File: config.mk
export PLATFORM = sky130hd
export DESIGN_NAME = apb_master_bridge_flat
export DESIGN_NICKNAME = d
export VERILOG_FILES = /design/src/rtl/apb_master_bridge_if.sv /design/src/rtl/apb_master_bridge.sv /design/src/flat_wrapper.sv
export SDC_FILE = /design/constraint.sdc
export NUM_CORES = 1
export LEC_CHECK = 0
export ABC_AREA = 1
export BUFFER_PORTS_ARGS = -buffer_cell sky130_fd_sc_hd__buf_2
export CAP_MARGIN = 5
export CELL_PAD_IN_SITES_DETAIL_PLACEMENT = 0
export CELL_PAD_IN_SITES_GLOBAL_PLACEMENT = 1
export CORE_MARGIN = 8
export CORE_UTILIZATION = 34
export CTS_BUF_LIST = sky130_fd_sc_hd__clkbuf_4
export DETAILED_ROUTE_END_ITERATION = 12
export PLACE_DENSITY = 0.79
export SLEW_MARGIN = 15
export SYNTH_ARGS = -nofsm -noshare
export SYNTH_HDL_FRONTEND = slang
export SYNTH_SLANG_ARGS = --single-unit
File: constraint.sdc
create_clock -name clk -period 1.7 [get_ports clk]
set_input_delay 0 -clock clk [delete_from_list [all_inputs] [get_ports clk]]
set_output_delay 0 -clock clk [all_outputs]
set_load 0.1 [all_outputs]
File: src/rtl/apb_master_bridge_if.sv
// Core request/response and APB master signal bundle for apb_master_bridge.
interface apb_master_bridge_if #(
    parameter int unsigned ADDR_WIDTH = 16,
    parameter int unsigned DATA_WIDTH = 16
) ();
    logic                  req_valid;
    logic                  req_write;
    logic [ADDR_WIDTH-1:0] req_addr;
    logic [DATA_WIDTH-1:0] req_wdata;
    logic                  req_ready;
    logic                  rsp_valid;
    logic [DATA_WIDTH-1:0] rsp_rdata;
    logic                  rsp_err;
    logic [ADDR_WIDTH-1:0] M_PADDR;
    logic                  M_PWRITE;
    logic                  M_PSELx;
    logic                  M_PENABLE;
    logic [DATA_WIDTH-1:0] M_PWDATA;
    logic [DATA_WIDTH-1:0] M_PRDATA;
    logic                  M_PREADY;

    // Bridge view: accepts core requests, drives the APB master port.
    modport master (
        input  req_valid, req_write, req_addr, req_wdata, M_PRDATA, M_PREADY,
        output req_ready, rsp_valid, rsp_rdata, rsp_err,
               M_PADDR, M_PWRITE, M_PSELx, M_PENABLE, M_PWDATA
    );

    // Environment view: the core plus the interconnect slave side.
    modport slave (
        output req_valid, req_write, req_addr, req_wdata, M_PRDATA, M_PREADY,
        input  req_ready, rsp_valid, rsp_rdata, rsp_err,
               M_PADDR, M_PWRITE, M_PSELx, M_PENABLE, M_PWDATA
    );
endinterface

File: src/rtl/apb_master_bridge.sv
// Single-outstanding core request to APB SETUP/ACCESS transfer, with ACCESS timeout.
module apb_master_bridge #(
    parameter int unsigned ADDR_WIDTH = 16,
    parameter int unsigned DATA_WIDTH = 16,
    parameter int unsigned TIMEOUT    = 255
) (
    input  logic                clk,
    input  logic                reset,
    apb_master_bridge_if.master bus
);
    localparam int unsigned CNT_W   = 16;
    localparam logic [CNT_W-1:0] TO_LAST = CNT_W'(TIMEOUT - 1);
    localparam bit TO_EN = (TIMEOUT != 0);

    typedef enum logic [1:0] {
        S_IDLE   = 2'd0,
        S_SETUP  = 2'd1,
        S_ACCESS = 2'd2,
        S_RESP   = 2'd3
    } state_t;

    state_t                r_state;
    logic [CNT_W-1:0]      r_count;
    logic [ADDR_WIDTH-1:0] r_addr;
    logic                  r_write;
    logic [DATA_WIDTH-1:0] r_wdata;
    logic [DATA_WIDTH-1:0] r_rdata;
    logic                  r_err;
    logic                  r_ready;
    logic                  r_rsp_valid;
    logic                  r_psel;
    logic                  r_penable;

    // Transfer FSM; every output is a register updated alongside the state.
    always_ff @(posedge clk or posedge reset) begin
        if (reset) begin
            r_state     <= S_IDLE;
            r_count     <= '0;
            r_addr      <= '0;
            r_write     <= 1'b0;
            r_wdata     <= '0;
            r_rdata     <= '0;
            r_err       <= 1'b0;
            r_ready     <= 1'b1;
            r_rsp_valid <= 1'b0;
            r_psel      <= 1'b0;
            r_penable   <= 1'b0;
        end else begin
            case (r_state)
                S_IDLE: begin
                    if (bus.req_valid) begin
                        r_addr  <= bus.req_addr;
                        r_write <= bus.req_write;
                        r_wdata <= bus.req_wdata;
                        r_ready <= 1'b0;
                        r_psel  <= 1'b1;
                        r_state <= S_SETUP;
                    end
                end
                S_SETUP: begin
                    r_count   <= '0;
                    r_penable <= 1'b1;
                    r_state   <= S_ACCESS;
                end
                S_ACCESS: begin
                    // PREADY takes priority over a timeout on the same cycle.
                    if (bus.M_PREADY) begin
                        r_rdata     <= r_write ? '0 : bus.M_PRDATA;
                        r_err       <= 1'b0;
                        r_rsp_valid <= 1'b1;
                        r_psel      <= 1'b0;
                        r_penable   <= 1'b0;
                        r_state     <= S_RESP;
                    end else if (TO_EN && (r_count == TO_LAST)) begin
                        r_rdata     <= '0;
                        r_err       <= 1'b1;
                        r_rsp_valid <= 1'b1;
                        r_psel      <= 1'b0;
                        r_penable   <= 1'b0;
                        r_state     <= S_RESP;
                    end else begin
                        r_count <= CNT_W'(r_count + CNT_W'(1));
                    end
                end
                S_RESP: begin
                    r_rsp_valid <= 1'b0;
                    r_ready     <= 1'b1;
                    r_state     <= S_IDLE;
                end
                default: begin
                    r_state <= S_IDLE;
                end
            endcase
        end
    end

    assign bus.req_ready = r_ready;
    assign bus.rsp_valid = r_rsp_valid;
    assign bus.rsp_rdata = r_rdata;
    assign bus.rsp_err   = r_err;
    assign bus.M_PADDR   = r_addr;
    assign bus.M_PWRITE  = r_write;
    assign bus.M_PSELx   = r_psel;
    assign bus.M_PENABLE = r_penable;
    assign bus.M_PWDATA  = r_wdata;
endmodule

File: src/flat_wrapper.sv
// flat-port wrapper written by rule: the top's interface ports become plain ports
module apb_master_bridge_flat 
#(
    parameter int unsigned ADDR_WIDTH = 16,
    parameter int unsigned DATA_WIDTH = 16,
    parameter int unsigned TIMEOUT    = 255
)
  (clk, reset, bus_req_valid, bus_req_write, bus_req_addr, bus_req_wdata, bus_M_PRDATA, bus_M_PREADY, bus_req_ready, bus_rsp_valid, bus_rsp_rdata, bus_rsp_err, bus_M_PADDR, bus_M_PWRITE, bus_M_PSELx, bus_M_PENABLE, bus_M_PWDATA);
  apb_master_bridge_if #(.ADDR_WIDTH(ADDR_WIDTH), .DATA_WIDTH(DATA_WIDTH)) bus_i ();
  input  logic clk;
  input  logic reset;
  input wire logic [$bits(bus_i.req_valid)-1:0] bus_req_valid;
  input wire logic [$bits(bus_i.req_write)-1:0] bus_req_write;
  input wire logic [$bits(bus_i.req_addr)-1:0] bus_req_addr;
  input wire logic [$bits(bus_i.req_wdata)-1:0] bus_req_wdata;
  input wire logic [$bits(bus_i.M_PRDATA)-1:0] bus_M_PRDATA;
  input wire logic [$bits(bus_i.M_PREADY)-1:0] bus_M_PREADY;
  output wire logic [$bits(bus_i.req_ready)-1:0] bus_req_ready;
  output wire logic [$bits(bus_i.rsp_valid)-1:0] bus_rsp_valid;
  output wire logic [$bits(bus_i.rsp_rdata)-1:0] bus_rsp_rdata;
  output wire logic [$bits(bus_i.rsp_err)-1:0] bus_rsp_err;
  output wire logic [$bits(bus_i.M_PADDR)-1:0] bus_M_PADDR;
  output wire logic [$bits(bus_i.M_PWRITE)-1:0] bus_M_PWRITE;
  output wire logic [$bits(bus_i.M_PSELx)-1:0] bus_M_PSELx;
  output wire logic [$bits(bus_i.M_PENABLE)-1:0] bus_M_PENABLE;
  output wire logic [$bits(bus_i.M_PWDATA)-1:0] bus_M_PWDATA;
  assign bus_i.req_valid = bus_req_valid;
  assign bus_i.req_write = bus_req_write;
  assign bus_i.req_addr = bus_req_addr;
  assign bus_i.req_wdata = bus_req_wdata;
  assign bus_i.M_PRDATA = bus_M_PRDATA;
  assign bus_i.M_PREADY = bus_M_PREADY;
  assign bus_req_ready = bus_i.req_ready;
  assign bus_rsp_valid = bus_i.rsp_valid;
  assign bus_rsp_rdata = bus_i.rsp_rdata;
  assign bus_rsp_err = bus_i.rsp_err;
  assign bus_M_PADDR = bus_i.M_PADDR;
  assign bus_M_PWRITE = bus_i.M_PWRITE;
  assign bus_M_PSELx = bus_i.M_PSELx;
  assign bus_M_PENABLE = bus_i.M_PENABLE;
  assign bus_M_PWDATA = bus_i.M_PWDATA;
  apb_master_bridge #(.ADDR_WIDTH(ADDR_WIDTH), .DATA_WIDTH(DATA_WIDTH), .TIMEOUT(TIMEOUT)) u_core (.clk(clk), .reset(reset), .bus(bus_i));
endmodule
Word level (Yosys, flattened, before mapping)
Index checks and enable logic that the tools add are counted.

$add $sub $neg: 1. Eq/ne operators: 8. Mux-type cells: 21. Reduce and logical (&&, ||, !) cells: 14.

Operators by type and width (number): 16-bit two-way mux (5); 16-bit case mux with 2 select lines (1); 16-bit by 1-bit adder with 16-bit output (second input constant) (1); 16-bit by 8-bit == test with 1-bit output (second input constant) (1); 2-bit AND reduction (6); 2-bit nonzero test (5); 1-bit case mux with 2 select lines (4); 2-bit case mux with 4 select lines (1); 1-bit two-way mux (7); 2-bit two-way mux (3); 2-bit != test (second input constant) (3); 3-bit AND reduction (2); 2-bit == test (second input constant) (2); 3-bit by 2-bit != test with 1-bit output (second input constant) (1); 2-bit by 1-bit == test with 1-bit output (second input constant) (1); 2-bit logical NOT (1).

Bits in registers: 72. Input bits: 53. Output and inout bits: 54. Word-level logic and storage cells: 55.

Longest topological paths before layout
Word-level depth: 4. Mapped depth: 10. Mapped depth without buffers: 9.

Worst setup path after synthesis
Ideal clock, no wire load.

Path kind: reg2reg. Start point: register u_core.r_write, in the netlist u_core.bus.M_PWRITE. End point: register u_core.r_rdata[0], in the netlist u_core.bus.rsp_rdata[0]. Library setup time: 122 ps. Arrival: 1398 ps. Data required time: 1578 ps. Path slack: 180 ps. Stages on the path, launching flop included: 5. Buffers on the path: 1. Clock period less this slack: 1520 ps. Cell sequence: dfrtp_1 > nor2_2 > buf_4 > nand2_1 > nand2_1.

Cells in the longest elaborated chain, start to end: 2.

Ends and longest elaborated chain: start, declared (line apb_master_bridge.sv:25) `logic r_write;`; start signal, assigned (line apb_master_bridge.sv:53) `r_write <= bus.req_write;`; 16-bit two-way mux (line apb_master_bridge.sv:68) `r_rdata <= r_write ? '0 : bus.M_PRDATA;`; 16-bit two-way mux (line apb_master_bridge.sv:67) `if (bus.M_PREADY) begin`; end signal, assigned (line apb_master_bridge.sv:68); end, declared (line apb_master_bridge.sv:27) `logic [DATA_WIDTH-1:0] r_rdata;`.

No other way between the ends. A chain may end at the register's enable or synchronous reset.

Worst setup path in the final report
Start point: register u_core.r_count[12]. End point: register u_core.r_count[15].

Cells in the longest elaborated chain, start to end: 4. Elaborated cells on any way between the ends: 7. Classes of those cells: add/sub (1); eq/ne (2); mux (3); reduce/logical (1).

Ends and longest elaborated chain: start, declared (line apb_master_bridge.sv:23) `logic [CNT_W-1:0] r_count;`; start signal, assigned (line apb_master_bridge.sv:82) `r_count <= CNT_W'(r_count + CNT_W'(1));`; 16-bit by 1-bit adder with 16-bit output (line apb_master_bridge.sv:82); 16-bit two-way mux (line apb_master_bridge.sv:74) `end else if (TO_EN && (r_count == TO_LAST)) begin`; 16-bit two-way mux (line apb_master_bridge.sv:67); 16-bit case mux with 2 select lines (line apb_master_bridge.sv:49) `case (r_state)`.

Parallel ways exist; a longest one is shown, timed or not. The select of a mux whose other input is x is not followed.

==> out/summary.txt <==
status = finished, final reports clean
Max Freq = 0.6547 GHz
Root Buffer Master = clkbuf_4
syn_nets = 480
synthesized area per cell = 7.998 um^2
Reg area = 1803 um^2
gpl congestion = 0.8269
unrepaired setup endpoints after global routing = false
TritonCTS clock tree = done
count leader, synth = nand2_1
Die Wd = 115.5 um
Netlist cell types = 27
clk sinks = 72
final setup fails = 0
Port Buffer Count = 106
first-pass GRT wire length = 16.08 mm
Initial DRT Pass Iterations = 4
Area Growth Syn to Fin = 42.21%
HP Class = in -> async
Yosys warnings = 0
post-synthesis compound-gate area fraction = 3.010%
Final ANT Viol Nets = 0
detailed-route DRC error count = 0
final hold vios = 0
CTS Buf Count = 9
Synth Register Bits = 72
Post-synth ARST share = 100.0%
startpoint types = register
Clock Tree Buf Depth = 2
Worst Tran Pin Value = 0.4995 ns
main combinational cell family by area after synthesis = simple AND/OR/NAND/NOR gates
EDFF count, synth = 0
Clk Latency, worst-skew pair = 0.41 ns
Core Area = 9684 um^2
post-synth top area cell = dfrtp_1
Cells after Synth = 421
vias = 3,264
Final Critical Period = 1.527 ns
post-synthesis mux area share = 0%
clock transition at the registers of the reported paths = 0.12 ns
CP arrival = 1.83 ns
Starting DRT DRC Count = 158
register area share after synthesis = 53.55%
Ports = 107
remaining global-route overflow = 0
Final #Nets = 649
Reg2Reg Setup Slack = 0.17 ns
post-CTS setup buffers = 0
filler instances = 921
max-slew violations = 0
Syn Std Cell Area = 3367 um^2
Max-Cap Viols = 0
Synth Area in XOR/XNOR = 1.041%
post-synth top area share = 52.77%
area of the multi-input gates = 1401 um^2
Synth Flop Type = dfrtp_1
CTS H-tree depth = 3
starting density of the core = 34.77%
clk_skew = 0.01420 ns
largest net degree at the start of global routing = 36
simple-gate portion of the synthesized area = 34.52%
crit share post-route = 89.84%
Critical Path End Type = register
row count = 36
WL per Instance = 13.28 um
gr usage total = 15.03%
vias in the first global route = 3,373
vias per cell = 4.477
Req. time, crit path = 2.01 ns
WL final = 9.679 mm
Die ar. = 13,340 um^2
post-synthesis adder-cell area fraction = 2.230%
Worst slew margin = 66.63%
share of cells above drive strength 1 = 26.05%
crit-path max FO = 17
worst setup path category = reg -> reg
dpl hpwl = 6.349 mm
setup tns final = 0 ns
Area contributors post-synth = dfrtp_1 (53%), nand2_1 (23%), nand3_1 (4.6%)
die height = 115.5 um
antenna violations before repair = 0
commonest cells in the netlist = nand2_1 (210), dfrtp_1 (71), nand3_1 (31)
==> cell usage in the layout, fill, tap and decap left out, types with 2 or more instances in the layout <==
master / n
buf_2: 106
nand2_1: 209
o21ai_1: 11
nand2_2: 6
clkbuf_4: 10
clkinv_2: 2
o21ai_0: 2
nor2_1: 23
nand3_1: 31
nand2_4: 3
dfrtp_1: 71
nor2_2: 4
xor2_1: 3
inv_1: 19
dlygate4sd3_1: 52
buf_4: 10
o21bai_1: 2
inv_2: 3
ha_1: 6
buf_12: 3
clkinvlp_4: 2
nand4_1: 4
clkinv_1: 2
==> final timing paths <==
| kind | cells after the start | endpoint | startpoint |
|---|---|---|---|
| min reg2reg | 2 | u_core.bus.rsp_rdata[15] | u_core.bus.rsp_rdata[15] |
| max reg2reg | 8 | u_core.r_count[15] | u_core.r_count[12] |
| max | 8 | u_core.r_count[15] | u_core.r_count[12] |
| max in group asynchronous | 4 | u_core.bus.rsp_rdata[15] | reset |
| min in group clk | 4 | u_core.bus.rsp_rdata[13] | bus_M_PRDATA[13] |
| min | 3 | u_core.bus.M_PADDR[1] | reset |
==> routing by layer <==
metal	GRT usage [%]	up-vias	wire length, um
met1	18.30	1497	4247
met3	5.680	9	793
met2	23.91	113	4533
met4	5.079	0	105
met5	0	-	0
li1	-	1645	-
==> critical path, stage by stage (launching register included) <==
cell and delay [ns]:
dfrtp_1 0.46, nor2_1 0.13, nand2_1 0.06, nor2_1 0.22
nand2_2 0.17, nand2_8 0.17, inv_1 0.09, nand3_1 0.08
nand2_1 0.05
==> through the flow <==
stage / utilization, % / hold slack (ns) / cells / instance area [um^2] / setup WS, ns
after global routing: 49.42 / 0.1633 / 728 / 4786 / 0.01394
after detailed placement: 42.36 / 0.05497 / 659 / 4103 / 0.1243
final: 49.44 / 0.1542 / 729 / 4788 / 0.1727
after CTS: 49.13 / 0.1339 / 727 / 4758 / 0.09569
after floorplan: - / 0.1096 / 421 / 3371 / 0.1802
after global placement: 42.36 / 0.04810 / 659 / 4103 / 0.1986
==> state kept, by name, indices dropped and copies added, names as in the netlist, 2 cells and up <==
register / flops
u_core.bus.M_PWDATA: 16
u_core.r_state: 2
u_core.bus.M_PADDR: 16
u_core.r_count: 16
u_core.bus.rsp_rdata: 16
==> cell type report <==
type,count,share of cell area (%)
diodes,1,0.05226
inverters,24,1.960
flip-flops and latches,72,37.65
clock buffers,10,1.568
clock inverters,6,1.254
multi-input cells,312,29.27
repair buffers,171,24.77
well taps,133,3.475
==> logic make-up (layout without fill, tap and decap cells) <==
group,count (synthesis),count (layout)
simple gates,283,284
other cells,0,1
compound gates,18,18
fa+ha+maj,6,6
flops,72,72
xor+xnor,4,4
buf+inv,38,211
==> what timing repair did <==
action	in CTS	in global routing
gates resized for setup	0	3
endpoints found under the setup margin	0	12
hold buffers	52	0
endpoints found under the hold margin	128	0
Power is left out: the tool's default activity adds up to more than one toggle a clock period on the data nets, which glitch-free logic cannot reach.
